### config.mk
export PLATFORM = sky130hd
export DESIGN_NAME = iiitb_tlc_sensor_cond
export DESIGN_NICKNAME = d
export VERILOG_FILES = /design/src/rtl/iiitb_tlc_pkg.sv /design/src/rtl/iiitb_tlc_debounce.sv /design/src/rtl/iiitb_tlc_sensor_cond.sv
export SDC_FILE = /design/constraint.sdc
export NUM_CORES = 1
export LEC_CHECK = 0
export CELL_PAD_IN_SITES_DETAIL_PLACEMENT = 0
export CELL_PAD_IN_SITES_GLOBAL_PLACEMENT = 1
export CORE_UTILIZATION = 45
export CTS_CLUSTER_DIAMETER = 40
export CTS_CLUSTER_SIZE = 8
export DETAILED_ROUTE_END_ITERATION = 8
export GPL_TIMING_DRIVEN = 0
export PLACE_DENSITY = 0.8
export RECOVER_POWER = 25
export SETUP_SLACK_MARGIN = 0.1
export SLEW_MARGIN = 20
export SYNTH_ARGS = -nofsm -noshare
export SYNTH_HDL_FRONTEND = slang
export SYNTH_SLANG_ARGS = --single-unit
export TNS_END_PERCENT = 100
### constraint.sdc
create_clock -name clk -period 2.34 [get_ports clk]
set_clock_uncertainty 0.1 [all_clocks]
set_input_delay 0.351 -clock clk [delete_from_list [all_inputs] [get_ports clk]]
set_output_delay 0.351 -clock clk [all_outputs]
set_load 0.01 [all_outputs]
### src/rtl/iiitb_tlc_pkg.sv
// Shared definitions for the traffic light controller and its sensor conditioning stage.
// State encoding and default timing constants live here so both blocks agree.
package iiitb_tlc_pkg;

  typedef enum logic [1:0] {
    IDLE   = 2'd0,
    ACTIVE = 2'd1,
    HOLD   = 2'd2,
    STUCK  = 2'd3
  } sensor_state_e;

  localparam int DEBOUNCE_CYCLES_DEF = 8;
  localparam int HOLD_CYCLES_DEF     = 32;
  localparam int STUCK_CYCLES_DEF    = 1024;
  localparam int CNT_W_DEF           = 8;

endpackage

### src/rtl/iiitb_tlc_debounce.sv
// Two-flop synchroniser for the raw loop detector followed by a consecutive-mismatch debounce.
// filt only toggles after DEBOUNCE_CYCLES back-to-back cycles that disagree with it.
module iiitb_tlc_debounce
  import iiitb_tlc_pkg::*;
#(
  parameter int DEBOUNCE_CYCLES = DEBOUNCE_CYCLES_DEF
) (
  input  logic clk,
  input  logic rst_n,
  input  logic loop_raw,
  output logic filt
);

  localparam int DW = $clog2(DEBOUNCE_CYCLES + 1);
  localparam logic [DW-1:0] DB_LAST = DW'(DEBOUNCE_CYCLES - 1);

  logic          sync1_q;
  logic          sync2_q;
  logic          filt_q;
  logic          filt_d;
  logic [DW-1:0] db_cnt_q;
  logic [DW-1:0] db_cnt_d;

  // Any agreeing cycle restarts the count, so only an unbroken run of mismatches flips filt.
  always_comb begin
    filt_d   = filt_q;
    db_cnt_d = '0;
    if (sync2_q != filt_q) begin
      if (db_cnt_q == DB_LAST) begin
        filt_d = ~filt_q;
      end else begin
        db_cnt_d = db_cnt_q + 1'b1;
      end
    end
  end

  always_ff @(posedge clk or negedge rst_n) begin
    if (!rst_n) begin
      sync1_q  <= 1'b0;
      sync2_q  <= 1'b0;
      filt_q   <= 1'b0;
      db_cnt_q <= '0;
    end else begin
      sync1_q  <= loop_raw;
      sync2_q  <= sync1_q;
      filt_q   <= filt_d;
      db_cnt_q <= db_cnt_d;
    end
  end

  assign filt = filt_q;

endmodule

### src/rtl/iiitb_tlc_sensor_cond.sv
// Vehicle-detector conditioning stage feeding the controller's sensor input: debounce,
// minimum hold after a detection, saturating vehicle count and stuck-detector lockout.
module iiitb_tlc_sensor_cond
  import iiitb_tlc_pkg::*;
#(
  parameter int DEBOUNCE_CYCLES = DEBOUNCE_CYCLES_DEF,
  parameter int HOLD_CYCLES     = HOLD_CYCLES_DEF,
  parameter int STUCK_CYCLES    = STUCK_CYCLES_DEF,
  parameter int CNT_W           = CNT_W_DEF
) (
  input  logic             clk,
  input  logic             rst_n,
  input  logic             loop_raw,
  input  logic             clear_cnt,
  output logic             sensor,
  output logic [CNT_W-1:0] vehicle_cnt,
  output logic             stuck
);

  localparam int HW = $clog2(HOLD_CYCLES + 1);
  localparam int SW = $clog2(STUCK_CYCLES + 1);
  localparam logic [HW-1:0] HOLD_LOAD  = HW'(HOLD_CYCLES);
  localparam logic [SW-1:0] STUCK_LAST = SW'(STUCK_CYCLES - 1);

  logic             filt;
  logic             filt_prev_q;
  logic             filt_rise;
  logic             filt_fall;
  sensor_state_e    state_q;
  sensor_state_e    state_d;
  logic [HW-1:0]    hold_q;
  logic [HW-1:0]    hold_d;
  logic [SW-1:0]    stuck_cnt_q;
  logic [SW-1:0]    stuck_cnt_d;
  logic [CNT_W-1:0] veh_q;
  logic [CNT_W-1:0] veh_d;

  iiitb_tlc_debounce #(
    .DEBOUNCE_CYCLES(DEBOUNCE_CYCLES)
  ) u_debounce (
    .clk      (clk),
    .rst_n    (rst_n),
    .loop_raw (loop_raw),
    .filt     (filt)
  );

  assign filt_rise = filt & ~filt_prev_q;
  assign filt_fall = ~filt & filt_prev_q;

  always_comb begin
    state_d     = state_q;
    hold_d      = hold_q;
    stuck_cnt_d = stuck_cnt_q;
    case (state_q)
      IDLE: begin
        if (filt_rise) begin
          state_d     = ACTIVE;
          stuck_cnt_d = '0;
        end
      end
      ACTIVE: begin
        // A fall on the same cycle the stuck limit is hit still gets the normal hold.
        if (filt_fall) begin
          state_d = HOLD;
          hold_d  = HOLD_LOAD;
        end else begin
          stuck_cnt_d = stuck_cnt_q + 1'b1;
          if (stuck_cnt_q == STUCK_LAST) begin
            state_d = STUCK;
          end
        end
      end
      HOLD: begin
        if (filt_rise) begin
          state_d     = ACTIVE;
          stuck_cnt_d = '0;
          hold_d      = '0;
        end else if (hold_q <= HW'(1)) begin
          state_d = IDLE;
          hold_d  = '0;
        end else begin
          hold_d = hold_q - 1'b1;
        end
      end
      STUCK: begin
        if (filt_fall) begin
          state_d     = IDLE;
          stuck_cnt_d = '0;
        end
      end
      default: state_d = IDLE;
    endcase
  end

  // Clear beats a same-cycle rise; the count sticks at all-ones.
  always_comb begin
    veh_d = veh_q;
    if (clear_cnt) begin
      veh_d = '0;
    end else if (filt_rise && (veh_q != '1)) begin
      veh_d = veh_q + 1'b1;
    end
  end

  always_ff @(posedge clk or negedge rst_n) begin
    if (!rst_n) begin
      filt_prev_q <= 1'b0;
      state_q     <= IDLE;
      hold_q      <= '0;
      stuck_cnt_q <= '0;
      veh_q       <= '0;
    end else begin
      filt_prev_q <= filt;
      state_q     <= state_d;
      hold_q      <= hold_d;
      stuck_cnt_q <= stuck_cnt_d;
      veh_q       <= veh_d;
    end
  end

  assign sensor      = (state_q == ACTIVE) || (state_q == HOLD);
  assign stuck       = (state_q == STUCK);
  assign vehicle_cnt = veh_q;

endmodule

==> flow_metrics.env, run 1 <==
export IMPL_outcome="completed"
export IMPL_total_leakage_power_nw=1.00
export IMPL_startpoint_type="flop"
export IMPL_yosysSeqAreaShare_pct=42.6
export IMPL_ir_drop_mv=0.636
export IMPL_post_route_util_pct=54.2
export IMPL_ys_ff_latch=35
export IMPL_finalHoldWorstSlack_ns=0.250
export IMPL_final_hold_violation_count=0
export IMPL_ys_async_sr_fraction_pct=100
export IMPL_power_total_mw=2.56
export IMPL_place_detailed_hpwl_um=2960
export IMPL_drv_cap=0
export IMPL_synth_nets=228
export IMPL_clock_fmax_ghz=0.476
export IMPL_antenna_cells=0
export IMPL_yosys_top_cells_area="dfrtp_1 (43%), ha_1 (5.5%), o21ai_0 (3.6%)"
export IMPL_yosys_area_top_type="dfrtp_1"
export IMPL_finalSetupViolCount=0
export IMPL_powerDensity_nw_per_um2=1080
export IMPL_die_w_um=69.6
export IMPL_drt_initial_drc_count=118
export IMPL_tritoncts="yes"
export IMPL_rsz0062_at_grt="false"
export IMPL_relSlewSlack_pct=37.7
export IMPL_nFillCells=423
export IMPL_gp_congestion=0.785
export IMPL_route_detailed_drc=0
export IMPL_grt_max_degree=20
export IMPL_portBuffers=12
export IMPL_path_clk_slew_ns=0.08
export IMPL_grt_pass1_vias=1589
export IMPL_power_switching_mw=1.05
export IMPL_pre_cts_ws_ns=0.107
export IMPL_clk_latency_ns=0.29
export IMPL_fin_ws_ns=0.238
export IMPL_num_vias=1701
export IMPL_die_area_um2=4850
export IMPL_rows=24
export IMPL_cts_htree_levels=2
export IMPL_netlist_instances=215
export IMPL_worstPathArrival_ns=2.22
export IMPL_antenna_found_initial=0
export IMPL_setup_tns_ns=0
export IMPL_dr_pass1_iters=4
export IMPL_synth_edf_count=0
export IMPL_die_h_um=69.6
export IMPL_post_route_min_period_ns=2.10
export IMPL_netlist_area_um2=2060
export IMPL_slew_viol_final=0
export IMPL_core_area_um2=4380
export IMPL_placed_cell_area_um2=2270
export IMPL_overflow=0
export IMPL_wl_um=4260
export IMPL_ios=14
export IMPL_yosysTopAreaCellShare_pct=42.6
export IMPL_clkPwrFrac_pct=21.7
export IMPL_pwr_share_comb_pct=45.3
export IMPL_required_ns=2.46
export IMPL_grt_pass1_wl_um=7640
export IMPL_synth_distinct_cells=57
export IMPL_dp_cells=280
export IMPL_initial_utilization_pct=46.9
export IMPL_cp_max_fo=10
export IMPL_period_share_pct=89.8
export IMPL_avgSynthCellArea_um2=9.57
export IMPL_ant_nets=0
export IMPL_instances_no_fill=289
export IMPL_cts_root_buffer="clkbuf_8"
export IMPL_endpoint_kind="flop"
export IMPL_wl_per_cell_um=14.7
export IMPL_yosysWarnings=0
export IMPL_internal_power_mw=1.51
export IMPL_swShare_pct=40.9
export IMPL_hp_class="reg2reg"
export IMPL_viasPerCell=5.89
export IMPL_syn2layout_area_growth_pct=15.4
export IMPL_clock_sinks=35
export IMPL_final_nets=249
export IMPL_layout_drive_gt1_share_pct=12.2
export IMPL_grt_usage_pct=19.6
export IMPL_synth_flop_cell="dfrtp_1"
export IMPL_clockBufferDepth=2
export IMPL_path_class="reg2reg"
export IMPL_worst_pin_slew_ns=0.935
export IMPL_numCtsBuffers=5
export IMPL_stdcell_area_um2=2380
export IMPL_p_seq_share_pct=32.9
[Yosys cell counts (3+ instances only)]
library cell and count:
nand2b_1 3, nor2_1 12, nor3_1 10, xor2_1 3, inv_1 7, a21oi_1 7, o21ai_0 15, a22o_1 6
mux2i_1 4, nor4_1 5, nand3b_1 5, o211ai_1 4, and3_2 3, or3_1 7, nand2_1 15, clkbuf_1 5
dfrtp_1 35, nand3_1 9, ha_1 9, or4_1 3, nand4_1 3
[power by group through the flow]
stage          combinational [mW]  clock [mW]  sequential (mW)
2_1_floorplan               0.862           0            0.821
3_3_place_gp                 1.14           0            0.851
3_5_place_dp                 1.14           0            0.853
4_1_cts                      1.15       0.574            0.842
5_1_grt                      1.32       0.597            0.863
6_report                     1.16       0.556            0.842
[routing by layer]
layer | vias up | wire (um) | GRT usage, %
met2 | 36 | 1780 | 27.5
met3 | 7 | 180 | 3.92
met1 | 806 | 2230 | 29.5
li1 | 852 | - | -
met5 | - | 0 | 0
met4 | 0 | 64 | 7.33
[sequential cells by signal, summed over array words and instances, names as in the netlist]
| signal | count |
|---|---|
| vehicle_cnt | 8 |
| u_debounce.sync1_q | 1 |
| stuck_cnt_q | 11 |
| filt_prev_q | 1 |
| hold_q | 6 |
| u_debounce.db_cnt_q | 4 |
| u_debounce.sync2_q | 1 |
| u_debounce.filt | 1 |
| state_q | 2 |
[cell type report]
cell class | instances | area [um^2] | share of cell area (%)
clock inverters | 3 | 43.8 | 1.84
flip-flops and latches | 35 | 876 | 36.9
plain buffers | 9 | 41.3 | 1.74
inverters | 7 | 26.3 | 1.11
clock buffers | 5 | 68.8 | 2.90
multi-input cells | 164 | 1130 | 47.4
repair buffers | 14 | 129 | 5.42
well taps | 52 | 65.1 | 2.74
[cells in the final DEF (no fill, tap or decap), types with 3 or more instances in the layout]
master,netlist,final
a22o_1,6,6
or3_1,7,7
inv_1,7,7
nand4_1,3,3
nor4_1,5,5
nand2_1,15,15
nand3_1,9,9
nor3_1,10,10
clkdlybuf4s50_1,0,10
dfrtp_1,35,35
a21oi_1,7,7
and3_2,3,3
xor2_1,3,3
ha_1,9,9
clkbuf_1,5,3
clkbuf_2,1,5
clkbuf_8,0,5
or4_1,3,3
o21ai_0,15,15
nor2_1,12,11
o211ai_1,4,4
nand2b_1,3,3
mux2i_1,4,4
nand3b_1,5,5
[cell families (layout without fill, tap and decap cells)]
kind of cell | Yosys count | after routing | synth area share, %
flops | 35 | 35 | 42.6
simple gates | 91 | 91 | 25.7
fa+ha+maj | 9 | 9 | 5.47
mux | 5 | 5 | 2.49
compound gates | 54 | 54 | 18.6
buf+inv | 16 | 38 | 3.10
xor+xnor | 5 | 5 | 2.13
[worst max-delay path, stage by stage (launching register included)]
cell	delay [ns]
dfrtp_1	0.43
ha_1	0.25
clkbuf_2	0.19
or4b_2	0.68
o32ai_1	0.17
mux2i_1	0.22
[final timing paths]
kind,endpoint,slack [ns],cells past startpoint,start
min reg2reg,u_debounce.sync2_q,0.25,0,u_debounce.sync1_q
max reg2reg,stuck_cnt_q[8],0.24,5,state_q[0]
min in group asynchronous,stuck_cnt_q[6],0.61,2,rst_n
max,stuck_cnt_q[8],0.24,5,state_q[0]
min,u_debounce.sync2_q,0.25,0,u_debounce.sync1_q
max in group asynchronous,stuck_cnt_q[3],0.52,3,rst_n
[what timing repair did]
| item | in CTS | in global routing |
|---|---|---|
| hold buffers | 1 | 0 |
| resized for setup | 0 | 9 |
| hold endpoints to repair | 16 | 0 |
| setup buffers | 0 | 0 |
| endpoints found under the setup margin | 0 | 13 |
No activity file was read; power rests on OpenSTA's default activity.
==> run 2: changes to the inputs <==
--- a/constraint.sdc
+++ b/constraint.sdc
@@ -3,3 +3,3 @@
 set_input_delay 0.351 -clock clk [delete_from_list [all_inputs] [get_ports clk]]
 set_output_delay 0.351 -clock clk [all_outputs]
-set_load 0.01 [all_outputs]
+set_load 0.1 [all_outputs]
==> run 2 against run 1 <==
Against the previous run: die area stayed put; clock-buffer cell count is 1 higher; sequential power is 0.6% higher; final cell count is 0.35% lower; critical path depth is 1 higher; largest cell class unchanged; highest routed layer unchanged.
==> flow_metrics.env, run 2 (synthesis results as in run 1) <==
export IMPL_outcome="completed"
export IMPL_layout_drive_gt1_share_pct=14.4
export IMPL_post_route_min_period_ns=2.10
export IMPL_cts_root_buffer="clkbuf_8"
export IMPL_critPathMaxStageDelay_ns=0.41
export IMPL_numCtsBuffers=5
export IMPL_antenna_cells=0
export IMPL_r2r_cells=6
export IMPL_nFillCells=388
export IMPL_die_w_um=69.6
export IMPL_worst_pin_slew_ns=0.956
export IMPL_grt_max_degree=23
export IMPL_post_route_util_pct=53.8
export IMPL_total_leakage_power_nw=1.03
export IMPL_required_ns=2.41
export IMPL_die_area_um2=4850
export IMPL_place_detailed_hpwl_um=3340
export IMPL_powerDensity_nw_per_um2=1170
export IMPL_portBuffers=12
export IMPL_pre_cts_ws_ns=-0.0730
export IMPL_grt_pass1_wl_um=8250
export IMPL_initial_utilization_pct=46.9
export IMPL_rows=24
export IMPL_grt_pass1_vias=1771
export IMPL_clock_fmax_ghz=0.476
export IMPL_ant_nets=0
export IMPL_relSlewSlack_pct=36.5
export IMPL_final_nets=248
export IMPL_gp_congestion=0.778
export IMPL_crit_chain="inv_1 > ha_1 > nor3b_1 > nand2_1 > o21a_2 > a221o_2"
export IMPL_num_vias=1757
export IMPL_startpoint="state_q[1]"
export IMPL_ios=14
export IMPL_fin_ws_ns=0.240
export IMPL_path_clk_slew_ns=0.07
export IMPL_cts_htree_levels=2
export IMPL_antenna_found_initial=0
export IMPL_drt_initial_drc_count=84
export IMPL_r2r_end="stuck_cnt_q[5]"
export IMPL_startpoint_type="flop"
export IMPL_clk_latency_ns=0.28
export IMPL_tritoncts="yes"
export IMPL_finalSetupViolCount=0
export IMPL_hp_class="reg2reg"
export IMPL_wl_um=4630
export IMPL_final_common_cell="dfrtp_1"
export IMPL_clock_sinks=35
export IMPL_ir_drop_mv=1.19
export IMPL_wl_per_cell_um=16.1
export IMPL_period_share_pct=89.7
export IMPL_rr_startpoint="state_q[1]"
export IMPL_route_detailed_drc=0
export IMPL_finalHoldWorstSlack_ns=0.261
export IMPL_worstPathArrival_ns=2.17
export IMPL_critPathCapture="stuck_cnt_q[5]"
export IMPL_largest_register="stuck_cnt_q"
export IMPL_viasPerCell=6.10
export IMPL_grt_usage_pct=20.9
export IMPL_core_area_um2=4380
export IMPL_dr_pass1_iters=4
export IMPL_clockBufferDepth=2
export IMPL_largest_reg_flops=11
export IMPL_die_h_um=69.6
export IMPL_slowest_stage="dfrtp_1"
export IMPL_rsz0062_at_grt="true"
export IMPL_drv_cap=0
export IMPL_slew_viol_final=0
export IMPL_power_total_mw=2.76
export IMPL_path_class="reg2reg"
export IMPL_syn2layout_area_growth_pct=14.7
export IMPL_final_cell_mix="dfrtp_1 (33), nand2_1 (15), o21ai_0 (15), nor2_1 (11), nor3_1 (10)"
export IMPL_final_hold_violation_count=0
export IMPL_overflow=0
export IMPL_reg2reg_slack_ns=0.24
export IMPL_cp_max_fo=8
export IMPL_endpoint_kind="flop"
==> run 2: changes by cell type in the layout (fill, tap and decap cells not counted), sizes merged <==
cell,change
buf,+1
clkbuf,+1
clkdlybuf4s50,-10
clkinv,-1
dlygate4sd2,+8
==> run 2: critical path, delay by kind of cell, from the launching register on <==
family	cells	cell delay, ns
AO/OA/AOI/OAI	2	0.62
adder cells (fa/ha/maj)	1	0.28
buffers and inverters	1	0.11
flip-flops	1	0.41
AND/OR/NAND/NOR	2	0.46
==> run 2: per-layer routing <==
metal	global-route usage, %	vias to the layer above	wire length (um)
li1	-	848	-
met1	28.6	877	2220
met2	33.5	30	2240
met3	4.51	2	147
met4	6.00	0	16
met5	0	-	0
==> run 2: power by group <==
| part | leakage [nW] | total [mW] | switching (mW) | internal, mW |
|---|---|---|---|---|
| combinational | 0.496 | 1.35 | 0.881 | 0.467 |
| sequential | 0.472 | 0.847 | 0.131 | 0.716 |
| clock | 0.0612 | 0.565 | 0.221 | 0.345 |
==> run 2: cell type report <==
| cell class | count | area, um^2 | share of cell area (%) |
|---|---|---|---|
| multi-input cells | 164 | 1130 | 47.8 |
| flip-flops and latches | 35 | 878 | 37.2 |
| repair buffers | 14 | 109 | 4.61 |
| clock buffers | 6 | 82.6 | 3.50 |
| well taps | 52 | 65.1 | 2.76 |
| plain buffers | 8 | 36.3 | 1.54 |
| clock inverters | 2 | 35.0 | 1.48 |
| inverters | 7 | 26.3 | 1.11 |
==> run 2: what timing repair did <==
action / CTS / global route
buffers inserted: 0 / 0
endpoints found under the setup margin: 10 / 15
endpoints found under the hold margin: 13 / 0
hold buffers: 1 / 0
gates resized for setup: 12 / 11
==> run 2: through the flow <==
| stage | setup TNS (ns) | area [um^2] | cells |
|---|---|---|---|
| floorplan | 0 | 2070 | 215 |
| detailed placement | -0.0730 | 2270 | 280 |
| finish | 0 | 2360 | 288 |
| CTS | 0 | 2390 | 289 |
| global placement | -0.165 | 2250 | 279 |
| global route | 0 | 2360 | 288 |
==> run 2: how the worst min path moves through the flow <==
| stage | start | end | slack, ns | depth (start not counted) |
|---|---|---|---|---|
| 6_report | u_debounce.sync1_q | u_debounce.sync2_q | 0.26 | 0 |
| 4_1_cts | u_debounce.sync1_q | u_debounce.sync2_q | 0.26 | 0 |
| 3_5_place_dp | rst_n | vehicle_cnt[4] | 0.19 | 1 |
| 2_1_floorplan | rst_n | filt_prev_q | -0.04 | 0 |
| 5_1_grt | u_debounce.sync1_q | u_debounce.sync2_q | 0.27 | 0 |
| 3_3_place_gp | u_debounce.sync1_q | u_debounce.sync2_q | 0.24 | 0 |
==> run 3: changes to the inputs <==
CORE_MARGIN = 8   (was unset)
==> run 3 against run 2 <==
Against the previous run: via count increased by 0.68%; largest power group unchanged; clock power shrank 21%; final cell count rose by 0.35%; worst hold slack about the same; non-clock buffer count rose by 1; sequential share of layout area is 0.18 points higher; largest cell class unchanged.
==> flow_metrics.env, run 3 (synthesis results as in run 1) <==
export IMPL_clock_fmax_ghz=0.463
export IMPL_min_delay_worst_endpoint="u_debounce.sync2_q"
export IMPL_syn2layout_area_growth_pct=14.1
export IMPL_cts_root_buffer="clkbuf_8"
export IMPL_portBuffers=12
export IMPL_powerDensity_nw_per_um2=1140
export IMPL_required_ns=1.89
export IMPL_largest_register="stuck_cnt_q"
export IMPL_ios=14
export IMPL_grt_max_degree=23
export IMPL_grt_pass1_vias=1716
export IMPL_largest_reg_flops=11
export IMPL_path_clk_slew_ns=0.08
export IMPL_ant_nets=0
export IMPL_final_nets=249
export IMPL_regArea_um2=878
export IMPL_critPathTopFamily="buffers and inverters"
export IMPL_startpoint_type="flop"
export IMPL_rr_startpoint="state_q[0]"
export IMPL_drv_cap=0
export IMPL_layout_drive_gt1_share_pct=14.3
export IMPL_tritoncts="yes"
export IMPL_final_common_cell="dfrtp_1"
export IMPL_finalSetupViolCount=0
export IMPL_worstPathArrival_ns=1.71
export IMPL_period_share_pct=92.4
export IMPL_core_area_um2=4380
export IMPL_antenna_found_initial=0
export IMPL_slowest_stage="clkdlybuf4s18_2"
export IMPL_clock_sinks=35
export IMPL_drt_initial_drc_count=91
export IMPL_reg2reg_slack_ns=0.20
export IMPL_antenna_cells=0
export IMPL_instances_no_fill=289
export IMPL_worst_pin_slew_ns=0.960
export IMPL_final_hold_violation_count=0
export IMPL_relSlewSlack_pct=36.3
export IMPL_clk_latency_ns=0.29
export IMPL_crit_chain="inv_1 > ha_2 > clkdlybuf4s18_2"
export IMPL_nFillCells=410
export IMPL_num_vias=1769
export IMPL_endpoint_kind="output port"
export IMPL_crit_buf_inv=2
export IMPL_dr_pass1_iters=4
export IMPL_rsz0062_at_grt="false"
export IMPL_cp_num_cells=3
export IMPL_gp_congestion=0.750
export IMPL_wl_per_cell_um=16.4
export IMPL_route_detailed_drc=0
export IMPL_dp_cells=280
export IMPL_r2r_end="stuck_cnt_q[8]"
export IMPL_clockBufferDepth=2
export IMPL_rows=24
export IMPL_path_class="reg2out"
export IMPL_die_w_um=83.6
export IMPL_post_route_util_pct=53.6
export IMPL_initial_utilization_pct=46.9
export IMPL_cp_max_fo=4
export IMPL_die_h_um=83.6
export IMPL_r2r_cells=5
export IMPL_critPathMaxStageDelay_ns=0.54
export IMPL_final_cell_mix="dfrtp_1 (33), nand2_1 (15), o21ai_0 (15), nor2_1 (11), nor3_1 (10)"
export IMPL_total_leakage_power_nw=1.01
export IMPL_ir_drop_mv=0.943
export IMPL_grt_pass1_wl_um=8140
export IMPL_numCtsBuffers=5
export IMPL_viasPerCell=6.12
export IMPL_power_total_mw=2.67
export IMPL_die_area_um2=6990
export IMPL_multi_input_area_um2=1140
export IMPL_cts_htree_levels=2
export IMPL_place_detailed_hpwl_um=3380
export IMPL_hp_class="reg2reg"
export IMPL_slew_viol_final=0
export IMPL_post_route_min_period_ns=2.16
export IMPL_worstHoldPathCells=0
export IMPL_overflow=0
export IMPL_grt_usage_pct=13.8
export IMPL_wl_um=4740
export IMPL_min_from="u_debounce.sync1_q"
export IMPL_outcome="completed"
==> run 3: how the worst max path moves through the flow <==
stage,from,end,slack (ns)
2_1_floorplan,state_q[0],stuck_cnt_q[8],0.14
3_3_place_gp,state_q[1],sensor,-0.09
3_5_place_dp,state_q[1],sensor,-0.08
4_1_cts,state_q[1],stuck,0.11
5_1_grt,state_q[0],stuck_cnt_q[5],0.10
6_report,state_q[1],sensor,0.18
==> run 3: area by class of cell <==
class,instances,share of cell area (%)
plain buffers,9,1.70
clock buffers,5,2.93
clock inverters,3,0.852
inverters,7,1.12
multi-input cells,164,48.4
flip-flops and latches,35,37.4
well taps,52,2.77
repair buffers,14,4.85
==> run 3: routing by layer <==
layer  track usage, %  part of all wire (%)  vias to the layer above
met5                0                     0                        -
met3             5.27                   4.9                        2
li1                 -                     -                      854
met1             17.2                    48                      879
met4             4.08                  0.32                        0
met2             21.5                    47                       34
==> run 3: repair_timing <==
action | 4_1_cts | 5_1_grt
endpoints found under the setup margin | 10 | 16
hold buffers | 1 | 0
gates resized for setup | 12 | 11
hold endpoints to repair | 13 | 0
pin swaps | 0 | 0
buffers inserted | 0 | 0
==> run 3: where the power goes <==
part	switching (mW)	internal (mW)
combinational	0.895	0.480
sequential	0.136	0.715
clock	0.238	0.207
total	1.27	1.40
==> run 3: worst reg2reg max path: stages, from the launching register on <==
cell and delay, ns:
dfrtp_1 0.42, ha_2 0.20, clkbuf_1 0.22, or4b_2 0.71, o32ai_1 0.19, mux2i_1 0.22
==> run 3: per-stage QoR <==
stage	hold slack (ns)	worst slack [ns]	cell area, um^2	setup TNS, ns
floorplan	-0.0446	0.141	2070	0
global placement	0.245	-0.0920	2250	-0.193
detailed placement	0.189	-0.0835	2270	-0.0835
CTS	0.267	0.109	2360	0
global route	0.274	0.104	2350	0
finish	0.261	0.179	2350	0
